==> config.mk <==
export PLATFORM = sky130hd
export DESIGN_NAME = bcd_serial_add_ctrl
export DESIGN_NICKNAME = d
export VERILOG_FILES = /design/src/rtl/bcd_serial_add_ctrl.sv
export SDC_FILE = /design/constraint.sdc
export NUM_CORES = 1
export LEC_CHECK = 0
export ABC_AREA = 1
export BUFFER_PORTS_ARGS = -buffer_cell sky130_fd_sc_hd__buf_2
export CORE_ASPECT_RATIO = 1.75
export CORE_MARGIN = 1
export CORE_UTILIZATION = 30
export CTS_CLUSTER_DIAMETER = 50
export DETAILED_ROUTE_END_ITERATION = 12
export PLACE_DENSITY = 0.45
export SLEW_MARGIN = 15
export SYNTH_ARGS = -nofsm -noshare
export SYNTH_HDL_FRONTEND = slang
export SYNTH_SLANG_ARGS = --single-unit
export TNS_END_PERCENT = 100
==> constraint.sdc <==
create_clock -name clk -period 7.3 [get_ports clk]
set_input_delay 1.46 -clock clk [delete_from_list [all_inputs] [get_ports clk]]
set_output_delay 1.46 -clock clk [all_outputs]
set_load 0.02 [all_outputs]
==> src/rtl/bcd_serial_add_ctrl.sv <==
// rtl/bcd_serial_add_ctrl.sv - digit-serial packed-BCD adder controller (optional BCD_SUB_EN adds subtract)
module bcd_serial_add_ctrl #(
    parameter int DIGITS = 4
) (
    input  logic                clk,
    input  logic                rst_n,
    input  logic                start,
    input  logic [4*DIGITS-1:0] a,
    input  logic [4*DIGITS-1:0] b,
    input  logic                cin,
`ifdef BCD_SUB_EN
    input  logic                sub,
`endif
    output logic                busy,
    output logic                done,
    output logic [4*DIGITS-1:0] sum,
    output logic                cout,
    output logic                err
);

    localparam int W  = 4 * DIGITS;
    localparam int IW = (DIGITS > 1) ? $clog2(DIGITS) : 1;

    typedef enum logic [1:0] {IDLE, ADD, DONE} state_t;

    state_t          state, next_state;
    logic [W-1:0]    op_a, op_b;
    logic [IW-1:0]   idx;
    logic            carry;
    logic            err_acc;
    logic            sub_q;
    logic            sub_in;
    logic            accept;
    logic            last;
    logic [3:0]      a_d, b_raw, b_d, digit;
    logic [4:0]      t;
    logic            carry_next;
    logic            dig_err;

`ifdef BCD_SUB_EN
    assign sub_in = sub;
`else
    assign sub_in = 1'b0;
`endif

    assign accept = start && ((state == IDLE) || (state == DONE));
    assign last   = (idx == IW'(DIGITS - 1));
    assign busy   = (state == ADD);
    assign done   = (state == DONE);

    always_ff @(posedge clk or negedge rst_n) begin
        if (!rst_n) state <= IDLE;
        else        state <= next_state;
    end

    always_comb begin
        next_state = state;
        case (state)
            IDLE:    if (start) next_state = ADD;
            ADD:     if (last)  next_state = DONE;
            DONE:    next_state = start ? ADD : IDLE;
            default: next_state = IDLE;
        endcase
    end

    // Shared digit stage; subtraction feeds the nines' complement of b.
    always_comb begin
        a_d        = op_a[{idx, 2'b00} +: 4];
        b_raw      = op_b[{idx, 2'b00} +: 4];
        b_d        = sub_q ? (4'd9 - b_raw) : b_raw;
        t          = {1'b0, a_d} + {1'b0, b_d} + {4'b0000, carry};
        carry_next = (t > 5'd9);
        digit      = carry_next ? (t[3:0] + 4'd6) : t[3:0];
        dig_err    = (a_d > 4'd9) || (b_raw > 4'd9);
    end

    always_ff @(posedge clk or negedge rst_n) begin
        if (!rst_n) begin
            op_a    <= '0;
            op_b    <= '0;
            idx     <= '0;
            carry   <= 1'b0;
            err_acc <= 1'b0;
            sub_q   <= 1'b0;
            sum     <= '0;
            cout    <= 1'b0;
            err     <= 1'b0;
        end else if (accept) begin
            op_a    <= a;
            op_b    <= b;
            sub_q   <= sub_in;
            carry   <= sub_in ? 1'b1 : cin;
            idx     <= '0;
            err_acc <= 1'b0;
        end else if (state == ADD) begin
            sum[{idx, 2'b00} +: 4] <= digit;
            carry   <= carry_next;
            err_acc <= err_acc | dig_err;
            if (last) begin
                cout <= carry_next;
                err  <= err_acc | dig_err;
                idx  <= '0;
            end else begin
                idx  <= idx + 1'b1;
            end
        end
    end

endmodule
==> results of run 1 <==
-- layer usage --
| metal | wire, um | vias to the layer above | global-route usage (%) |
|---|---|---|---|
| met5 | 0 | - | 0 |
| met4 | 129 | 0 | 5.14 |
| met3 | 204 | 8 | 2.61 |
| met2 | 3570 | 45 | 25.3 |
| met1 | 2920 | 1073 | 18.3 |
| li1 | - | 1228 | - |
-- layout make-up --
cell class / count / area [um^2]
fill: 980 / 5780
sequential: 56 / 1400
multi-input combinational: 257 / 1270
timing repair buffer: 58 / 298
tap: 120 / 150
clock buffer: 6 / 129
inverter: 31 / 116
clock inverter: 1 / 5.00
-- cells by family (layout without fill, tap and decap cells) --
kind of cell | count (synthesis) | count (layout)
and+or+nand+nor | 206 | 206
DFF | 56 | 56
buffers and inverters | 44 | 96
AOI/OAI and AO/OA | 39 | 39
adders and majority gates | 12 | 12
-- synthesized netlist by cell type --
| cell type | number | share of area, % |
|---|---|---|
| nand3b_1 | 1 | 0.26 |
| a21oi_1 | 7 | 1.2 |
| dfrtp_1 | 56 | 49 |
| o22ai_1 | 5 | 1.1 |
| a32o_1 | 1 | 0.35 |
| inv_1 | 29 | 3.8 |
| nand2_4 | 1 | 0.39 |
| nand2_2 | 7 | 1.5 |
| nor3_2 | 1 | 0.35 |
| buf_6 | 1 | 0.39 |
| ha_1 | 10 | 4.4 |
| clkbuf_1 | 1 | 0.13 |
| nor4_4 | 1 | 0.74 |
| o21ai_1 | 4 | 0.70 |
| nor2_8 | 1 | 0.70 |
| fa_1 | 2 | 1.4 |
| nand2_1 | 155 | 20 |
| nor2_1 | 15 | 2.0 |
| nand3_1 | 18 | 3.1 |
| a21oi_2 | 2 | 0.61 |
| o21bai_1 | 2 | 0.52 |
| o21ai_0 | 17 | 3.0 |
| a22o_1 | 1 | 0.31 |
| buf_2 | 7 | 1.2 |
| nand4_1 | 6 | 1.3 |
| buf_4 | 4 | 1.0 |
| inv_2 | 2 | 0.26 |
-- critical path, stage by stage, from the launching register on --
cell and delay (ns):
dfrtp_1 0.65, inv_1 0.28, o21ai_0 0.15, o22ai_1 0.11, fa_1 0.45, fa_1 0.56
inv_1 0.09, ha_1 0.20, inv_1 0.07, nor2_1 0.05, a21oi_2 0.11, nand2_2 0.09
nand2_4 0.10, nand2_2 0.05, nand2_2 0.09, nand4_1 0.13, nand2_1 0.09
-- sequential cells by signal, summed over array words and instances, names as in the netlist --
name     count
op_a        16
idx          2
err_acc      1
cout         1
op_b        16
state        2
err          1
carry        1
sum         16
-- cell usage in the layout (no fill, tap or decap), types with 2 or more instances in the layout --
cell type	instances
dfrtp_1	56
inv_1	29
nand2_2	7
buf_2	55
a21oi_2	2
buf_4	3
o21ai_0	17
fa_1	2
inv_2	2
clkbuf_16	5
nor2_1	15
ha_1	10
o21bai_1	2
o21ai_1	4
o22ai_1	5
nand3_1	18
nand2_1	155
nand4_1	6
a21oi_1	7
-- worst max path at each step --
stage | startpoint | to | slack [ns] | depth (start not counted)
after global routing | idx[1] | sum[14] | 3.65 | 16
final | idx[1] | sum[13] | 3.94 | 16
after floorplan | idx[0] | sum[15] | 4.41 | 16
after detailed placement | idx[1] | sum[14] | 3.94 | 16
after global placement | idx[0] | sum[14] | 3.98 | 17
after CTS | idx[1] | sum[14] | 3.90 | 16
-- through the flow --
step                hold WS, ns  std cells
global route              0.498        529
CTS                       0.482        529
global placement          0.462        522
floorplan                 0.444        357
finish                    0.475        529
detailed placement        0.462        522
==> flow_results.org, run 1 <==
** Cells and area
- Syn-to-layout area delta :: 17.5%
- Net count reported at finish :: 457
- Post-route cell area :: 0.00337 mm^2
- Antenna diode count :: 0
- Core utilization of the finished layout :: 36.8%
- Share of cells above drive strength 1 :: 19.3%

** Logic synthesis
- Sequential area share after synthesis :: 48.9%
- Multiplexer cells account for 0% of the synthesized area.
- Syn Inst Count :: 357
- Combinational family with the most area after synthesis :: simple AND/OR/NAND/NOR gates
- After synthesis the netlist holds a flip-flop and latch count of 56.
- The synthesized netlist devotes 7.77% of its cell area to compound gates.
- The mapped netlist covers 0.00287 mm^2.
- Synthesized-area fraction occupied by adder cells :: 5.76%
- Post-synthesis cell type count :: 27
- Syn nets :: 405
- YS warnings :: 0
- Averaged over all synthesized cells, the footprint is 8.03 um^2.
- Simple-Gate Fraction of Synth Area :: 30.7%
- XOR/XNOR share of the synthesized area :: 0%

** Hold path
- Worst min-delay path startpoint :: sum[2]
- The path with the worst hold slack has its endpoint at sum[2].
- In this run the worst hold path is classified as reg2reg.
- Number of cells on the worst hold path :: 2

** Floorplanning
- Measured along the x axis, the die boundary spans 75.9 um.
- Number of I/O pins :: 56
- The die is 131 um tall.
- Floorplan die area :: 0.00996 mm^2
- Placement Rows :: 46
- The core region is 0.00915 mm^2.
- Initial cell density of the core :: 31.3%

** Routing
- The detail route stage leaves a number of antenna-violating nets equal to 0.
- The first detailed-routing pass ran for 4 iterations.
- DRT iter0 DRCs :: 117
- WL/cell :: 12.9 um
- For this run, design rule violations remaining after detail routing come to 0.
- Wires add up to 6.83 mm.
- Summing over every cut layer, the via total after detailed routing is 2,354.
- Vias/cell :: 4.45

** CTS
- Post-CTS Setup Repair Bufs :: 0
- Clock latency on the worst-skew pair, taken at its later pin, is 0.29 ns.
- After clock tree synthesis, the flow added hold-fix buffers numbering 0.
- The longest clock path from root to sink contains 2 buffers.
- The clock tree synthesis step divided the H-tree into 2 levels.
- Clock-pin transition on the worst setup and hold timing paths :: 0.07 ns
- Post-CTS repair changed the size of 0 cells.
- Inserted Clock Buffers :: 5
- Clock tree sinks :: 56
- The tree is rooted in a clkbuf_16.
- TritonCTS built the clock tree.

** Timing
- Unrepaired setup endpoints after global routing :: no
- Slew Limit Fails :: 0
- Worst-case clock skew :: 0.00716 ns
- Final setup viols :: 0
- Accumulated negative setup slack :: 0 ns
- Fin crit period :: 3.36 ns
- Slew at the pin with the worst max-slew slack :: 1.05 ns
- Setup WS post-layout :: 3.94 ns
- Of the available clock period, the critical path in the final layout requires 46.0%.
- Measured against its own limit, the worst slew margin works out to 29.7%.
- Based on the critical path, the design can be clocked at up to 0.298 GHz.
- The total count of hold-check failures in the final report is 0.

** Critical path
- Worst-case reg-to-reg path depth :: 16
- Setup slack, reg-to-reg :: 3.94 ns
- WP data required :: 7.53 ns
- Arrival @ worst endpoint :: 3.59 ns
- Of all nets on the critical path, the largest fanout is 16.
- Worst Path Class, Setup :: reg2reg
- Endpoint kind of the worst setup timing path :: register
- The worst register-to-register path ends at sum[13].
- Startpoint type of the worst setup path :: register
- The worst register-to-register path begins at idx[1].

** Place
- At the end of routability-driven placement, the weighted congestion stood at 0.776.
- At the placement stage, the worst setup path has a slack of 3.94 ns.
- Detailed placement finished with a half-perimeter wire length of 5.01 mm.
- Number of port buffers :: 55
- Cell Area, Placed :: 0.00323 mm^2

** GRT
- Global routing used 14.9% of the available tracks.
- The first global-routing pass estimated 11.3 mm of wire.
- Total global routing overflow :: 0
- The via count of the first global-routing pass came to 2,307.
- Largest net degree at the start of global routing :: 57
- The number of antenna violations at the first check in global routing came to 0.

** Run
- The tool flagged a number of max-cap violations equal to 0.

** Run status
- Result of the run :: complete, no violations
Power of run 1 is left out: the tool's default activity adds up to more than one toggle a clock period on the data nets, which glitch-free logic cannot reach.
==> run 2: changes to the inputs <==
ABC_AREA = 0   (was 1)
clock period = 3.4 ns   (was 7.3 ns; I/O delays follow)
==> run 2 against run 1 <==
Die area decreased by 8.1%. Count of clock-buffer cells in the layout down 1. Critical path depth fell by 6. Global-route usage down 0.13 points. Worst setup slack worse by 3.9 ns. Wire length shrank 11%. Register-to-register slack worse by 3.9 ns. Hold slack got worse by 0.041 ns. First-iteration DRC count fell by 53%. Non-clock buffer count rose by 10. Clock skew fell by 0.0018 ns. Critical endpoint is now sum[14]. Largest cell class unchanged.
==> flow_results.org, run 2 <==
** Timing
- Peak Freq :: 0.301 GHz (+0.94%)
- Part of the cycle the worst path needs :: 97.8% (+52 points)
- Worst-case clock skew :: 0.00536 ns (-0.00181 ns)
- Final setup viols :: 0 (unchanged)
- Slew Limit Fails :: 0 (unchanged)
- The shortest clock period the worst path allows after layout is 3.33 ns (-0.0311 ns).
- Headroom to the max-slew limit :: 46.3% (+17 points)
- Slew at the pin with the worst max-slew slack :: 0.795 ns (-0.259 ns)
- Hold violation total from the final report :: 0 (unchanged)
- The setup TNS came to 0 ns (unchanged).
- Setup repair after global routing could not meet its margin everywhere.

** Floorplanning
- Die span in y :: 126 um (-4.2%)
- The effective utilization at floorplan is 31.2% (-0.10 points).
- The count of boundary I/O pins is 56 (unchanged).
- Floorplan die area :: 0.00916 mm^2 (-8.1%)
- Placement Rows :: 44 (-4.3%)
- The standard cell core area was 0.00842 mm^2 (-8.0%).
- Horizontal extent of the die :: 72.8 um (-4.1%)

** Critical path
- Worst Path Class, Setup :: reg2reg
- Endpoint kind of the worst setup timing path :: register
- The number of cells on the worst reg-to-reg path came to 10 (-6).
- The maximum fanout along the worst path is 4 (-12).
- The endpoint required time on the critical path is 3.64 ns (-3.89 ns).
- Arrival @ worst endpoint :: 3.56 ns (-0.03 ns)
- The worst setup path is launched from a register.

** Logic synthesis
- Mapped Avg Cell Area :: 10.3 um^2 (+28%)
- Yosys attributes the largest share of cell area to dfrtp_1 53%, nand2_1 16%, mux4_2 6.9%.
- Syn Inst Count :: 256 (-28%)
- The post-synthesis net count was 304 (-25%).
- By instance count, the leading cell after synthesis is nand2_1.
- The share of synthesized area occupied by flip-flops and latches came to 53.3% (+4.4 points).
- Synth top cells by count :: 109 x nand2_1, 56 x dfrtp_1, 14 x a22o_1, 10 x ha_1, 9 x clkbuf_1
- The fraction of synthesis flops using an asynchronous set or reset pin is 100% (unchanged).
- Flops & latches, synth :: 56 (unchanged)
- The number of enable flip-flop cells after synthesis was 0 (unchanged).
- The total number of yosys warnings was 0 (unchanged).
- The fraction of post-synthesis cell area in the top cell type by area came to 53.3% (+4.4 points).
- The number of different library cells in the post-synthesis netlist is 33 (+22%).
- The netlist area before placement came to 0.00263 mm^2 (-8.3%).
- For this run, the leading register cell type out of synthesis is dfrtp_1.
- Cell taking the most area after synthesis :: dfrtp_1

** Routing
- The post-route antenna net violation count came to 0 (unchanged).
- Vias/cell :: 4.54 (+2.0%)
- The post-detailed-routing wire length is 6.09 mm (-11%).
- Total DRC errors in the routed layout :: 0 (unchanged)
- Detailed-router iteration count before antenna repair :: 4 (unchanged)
- The iteration-0 DRC count of the detailed router was 55 (-53%).
- The total vias in the final route was 1,984 (-16%).
- The final routed wire length divided by cell count is 13.9 um (+8.0%).

** CTS
- The number of clock sinks was 56 (unchanged).
- Master cell of the clock root buffer :: clkbuf_16
- The quantity of hold-fixing buffers added after cts came to 0 (unchanged).
- CTS tree :: yes
- H-Tree Depth :: 2 (unchanged)
- Clock-pin transition on the worst setup and hold timing paths :: 0.07 ns (about the same)
- The number of buffers created by CTS came to 5 (unchanged).
- The number of buffers on the longest clock path was 2 (unchanged).
- Clk_lat worst skew :: 0.30 ns (about the same)

** GRT
- Total global routing overflow :: 0 (unchanged)
- Antenna violations before repair :: 0 (unchanged)
- Largest net degree at the start of global routing :: 35 (-39%)
- The global-route total usage across every layer is 14.8% (-0.13 points).
- Via count of the first global-routing pass :: 2,059 (-11%)
- Global-route wire length before repair :: 10.2 mm (-9.7%)

** Cells and area
- Antenna diode count :: 0 (unchanged)
- The number of nets in the final layout is 369 (-19%).
- Leaving out fill and tap cells, the most frequent cell in the layout is nand2_1.
- Post-route cell area :: 0.00336 mm^2 (-0.22%)
- Syn-to-layout area delta :: 27.8%
- Highest-count cells in the layout ignoring fill and taps :: 109 x nand2_1, 55 x dfrtp_1, 55 x buf_2, 14 x a22o_1, 13 x buf_4
- Largest registers :: op_a: 16 flops, op_b: 16 flops, sum: 16 flops
- Share of cells above drive strength 1 :: 31.1% (+12 points)

** Place
- The last weighted congestion value of the routability-driven placer came to 0.777 (+0.10%).
- The total of buffers placed on input and output ports was 55 (unchanged).
- The standard cell area after detailed placement came to 0.00310 mm^2 (-4.0%).
- Final HPWL DP :: 4.66 mm (-6.9%)

** Run
- The number of max-cap violations is 0 (unchanged).

** Hold path
- Worst hold path type :: in2async

** Run status
- Result of the run :: complete, no violations
run 2: final timing paths:
kind	endpoint	from	slack, ns
min in group clk	op_b[10]	op_b[10]	0.47
max in group asynchronous	op_b[3]	rst_n	2.18
worst max-delay path	sum[14]	idx[0]	0.07
worst min-delay path	err	rst_n	0.43
worst max register to register	sum[14]	idx[0]	0.07
worst min register to register	op_b[10]	op_b[10]	0.47
run 2: kinds of logic after synthesis:
| family | share of synthesized area, % |
|---|---|
| mux | 7.66 |
| fa+ha+maj | 6.28 |
| simple gates | 19.9 |
| buf+inv | 2.57 |
| xor+xnor | 0.666 |
| compound gates | 9.62 |
| flops | 53.3 |
run 2: through the flow:
| step | setup slack, ns | hold WS, ns | std cells | utilization, % |
|---|---|---|---|---|
| floorplan | -0.0272 | 0.384 | 256 | - |
| global placement | 0.0775 | 0.454 | 425 | 36.8 |
| detailed placement | -0.00957 | 0.461 | 425 | 36.8 |
| CTS | 0.0175 | 0.457 | 433 | 39.4 |
| global route | -0.0588 | 0.497 | 437 | 39.9 |
| finish | 0.0748 | 0.434 | 437 | 39.9 |
run 2: cell type report:
type                       count  area, um^2
clock buffer                   5         125
fill                         875        5060
sequential                    56        1400
inverter                       6        25.0
tap                          115         144
timing repair buffer          68         373
clock inverter                 3        90.1
multi-input combinational    184        1200
run 2: what timing repair did:
action                                  CTS  global route
buffers inserted                          0             4
endpoints found under the setup margin    4             6
pin swaps                                 1             1
gates resized for setup                   0             2
run 2: worst max-delay path: stages, from the launching register on:
cell and delay (ns):
dfrtp_2 0.42, mux4_2 0.53, fa_2 0.39, fa_2 0.56
inv_4 0.05, ha_4 0.14, and2b_2 0.18, a31o_1 0.20
o31ai_4 0.28, mux2i_4 0.34, a22o_2 0.16
run 2: routing by layer:
metal / up-vias / GRT usage (%) / routed length, um
met3: 9 / 2.96 / 134
met2: 39 / 25.4 / 3290
met4: 0 / 6.81 / 174
met1: 944 / 17.3 / 2500
met5: - / 0 / 0
li1: 992 / - / -
Power of run 2 is left out for the same reason.
==> run 3: changes to the inputs <==
PLACE_DENSITY = 0.5   (was 0.45)
==> run 3 against run 2 <==
Core utilization shrank 1.2 points. Non-clock buffer count is 3 lower. Register-to-register slack barely moved. Flip-flop and latch count unchanged. Die area stayed put.
==> flow_results.org, run 3 (synthesized netlist as in run 2, its figures left out) <==
** Floorplanning
- The count of boundary I/O pins was 56 (unchanged).
- The count of standard-cell rows came to 44 (unchanged).
- Die span in y :: 126 um (unchanged)
- The die extent in x came to 72.8 um (unchanged).
- Core region area :: 0.00842 mm^2 (unchanged)
- The effective utilization at floorplan was 31.2% (unchanged).
- Floorplan die area :: 0.00916 mm^2 (unchanged)

** Critical path
- The critical path starts at idx[0].
- Slowest stage cell on the critical path :: fa_2
- In this run the critical register-to-register path is launched from idx[0].
- Endpoint kind of the worst setup timing path :: register
- The endpoint identified for the worst register-to-register timing path is sum[14].
- Crit Path Max Fanout :: 4 (unchanged)
- Worst-case reg-to-reg path depth :: 10 (unchanged)
- Traced cell by cell, the critical path runs through mux4_2, fa_2, fa_2, inv_4, ha_4, and2b_2, a31o_1, o31ai_4, mux2i_2, a22o_2.
- WP data required :: 3.63 ns (about the same)
- The slack of the worst reg-to-reg path was 0.08 ns (about the same).
- Startpoint type of the worst setup path :: register
- The highest cell delay on the worst timing path was 0.56 ns (about the same).
- Arrival @ worst endpoint :: 3.55 ns (about the same)
- Among the stages of the critical path, the cell type that occurs most often is fa_2.
- The worst setup path is of the reg2reg kind.

** Place
- Cell Area, Placed :: 0.00310 mm^2 (unchanged)
- Number of port buffers :: 55 (unchanged)
- Final weighted congestion in routability-driven placement :: 0.760 (-2.2%)
- Final HPWL DP :: 4.56 mm (-2.1%)

** GRT
- The number of antenna violations at the first check in global routing is 0 (unchanged).
- Via count of the first global-routing pass :: 1,987 (-3.5%)
- The global-route congestion overflow total is 0 (unchanged).
- The maximum number of pins on one net before global-route repair is 35 (unchanged).
- Global-route wire length before repair :: 9.73 mm (-4.8%)
- The global-route total usage across every layer came to 14.2% (-0.59 points).

** Routing
- The number of DRC violations after detailed routing came to 0 (unchanged).
- The via-per-instance ratio came to 4.47 (-1.5%).
- Detailed-router iteration count before antenna repair :: 4 (unchanged)
- The total vias in the final route is 1,940 (-2.2%).
- The post-route antenna net violation count was 0 (unchanged).
- Overall routed net length :: 5.96 mm (-2.2%)
- WL/cell :: 13.7 um (-1.5%)
- DRT iter0 DRCs :: 77 (+40%)

** Timing
- The final count of negative-setup-slack endpoints is 0 (unchanged).
- Part of the cycle the worst path needs :: 97.5% (-0.26 points)
- The shortest clock period the worst path allows after layout was 3.32 ns (-0.00887 ns).
- Peak Freq :: 0.302 GHz (+0.27%)
- The final count of pins violating max slew is 0 (unchanged).
- The setup skew after layout is 0.00481 ns (-0.000544 ns).
- Setup repair after global routing could not meet its margin everywhere.
- The actual slew at the worst max-slew pin was 0.761 ns (-0.0339 ns).
- Headroom to the max-slew limit :: 49.3% (+3.0 points)
- Hold violation total from the final report :: 0 (unchanged)

** Run
- The number of max-cap violations is 0 (unchanged).

** Cells and area
- The final-layout fill cell count was 871 (-0.46%).
- Most common cell after layout, fill and taps aside :: nand2_1
- Share of cells above drive strength 1 :: 30.4% (-0.65 points)
- Syn-to-layout area delta :: 24.1%
- The largest registers in the layout are op_a: 16 flops, op_b: 16 flops, sum: 16 flops.
- Antenna diode count :: 0 (unchanged)
- The design area came to 0.00326 mm^2 (-2.9%).
- Net count reported at finish :: 366 (-0.81%)
- The library cells used most frequently in the layout, excluding fill and tap cells, are 109 x nand2_1, 55 x dfrtp_1, 55 x buf_2, 14 x a22o_1, 10 x buf_4.

** CTS
- CTS tree :: yes
- Number of hold buffers added after CTS :: 0 (unchanged)
- Clk_lat worst skew :: 0.29 ns (about the same)
- The root buffer cell chosen for the clock tree is clkbuf_16.
- Clock-pin transition on the worst setup and hold timing paths :: 0.07 ns (about the same)
- Clock Path Buffers :: 2 (unchanged)
- Clock tree sinks :: 56 (unchanged)
- Inserted Clock Buffers :: 5 (unchanged)
- The number of levels in the clock H-tree was 2 (unchanged).

** Run status
- The flow ran to the end, and the final reports show no timing, DRC or antenna violations.

** Hold path
- The path class of the tightest hold or removal check is in2async.
run 3: changes by cell type in the layout (fill, tap and decap cells not counted), sizes merged:
cell	before	now
buf	68	65
bufinv	3	0
clkinv	0	2
clkbuf	5	6
run 3: how the worst max path moves through the flow:
| stage | cells after the start | endpoint | slack (ns) |
|---|---|---|---|
| finish | 10 | sum[14] | 0.08 |
| detailed placement | 10 | sum[14] | 0.03 |
| global route | 10 | sum[14] | -0.03 |
| CTS | 10 | sum[14] | 0.02 |
| floorplan | 11 | sum[14] | -0.03 |
| global placement | 10 | sum[14] | 0.09 |
run 3: stage by stage:
stage	setup slack (ns)	hold WS (ns)	utilization, %	std cells	TNS (ns)
after floorplan	-0.0272	0.384	-	256	-0.0849
after global routing	-0.0303	0.497	38.7	434	-0.0572
after CTS	0.0168	0.480	38.6	433	0
after detailed placement	0.0320	0.460	36.8	425	0
final	0.0837	0.457	38.7	434	0
after global placement	0.0943	0.454	36.8	425	0
run 3: timing repair:
item / 4_1_cts / 5_1_grt
resized for setup: 0 / 1
setup endpoints to repair: 0 / 6
buffers inserted: 0 / 1
run 3: worst max-delay path: cells and delay by family (launching register included):
kind | cells | cell delay (ns)
compound gates | 3 | 0.64
fa+ha+maj | 3 | 1.10
buf+inv | 1 | 0.04
flops | 1 | 0.41
mux | 2 | 0.88
simple gates | 1 | 0.19
run 3: metal layers:
layer	GRT usage, %	part of all wire [%]	vias up
met1	15.8	39	908
met3	2.88	3.1	6
met4	5.19	1.7	0
li1	-	-	985
met2	25.9	56	41
met5	0	0	-
run 3: final cells by class:
type | instances | area, um^2 | share of cell area (%)
sequential | 56 | 1400 | 43.0
multi-input combinational | 184 | 1190 | 36.5
timing repair buffer | 65 | 350 | 10.7
tap | 115 | 144 | 4.41
clock buffer | 6 | 139 | 4.26
inverter | 6 | 25.0 | 0.767
clock inverter | 2 | 10.0 | 0.307
Power of run 3 is left out for the same reason.
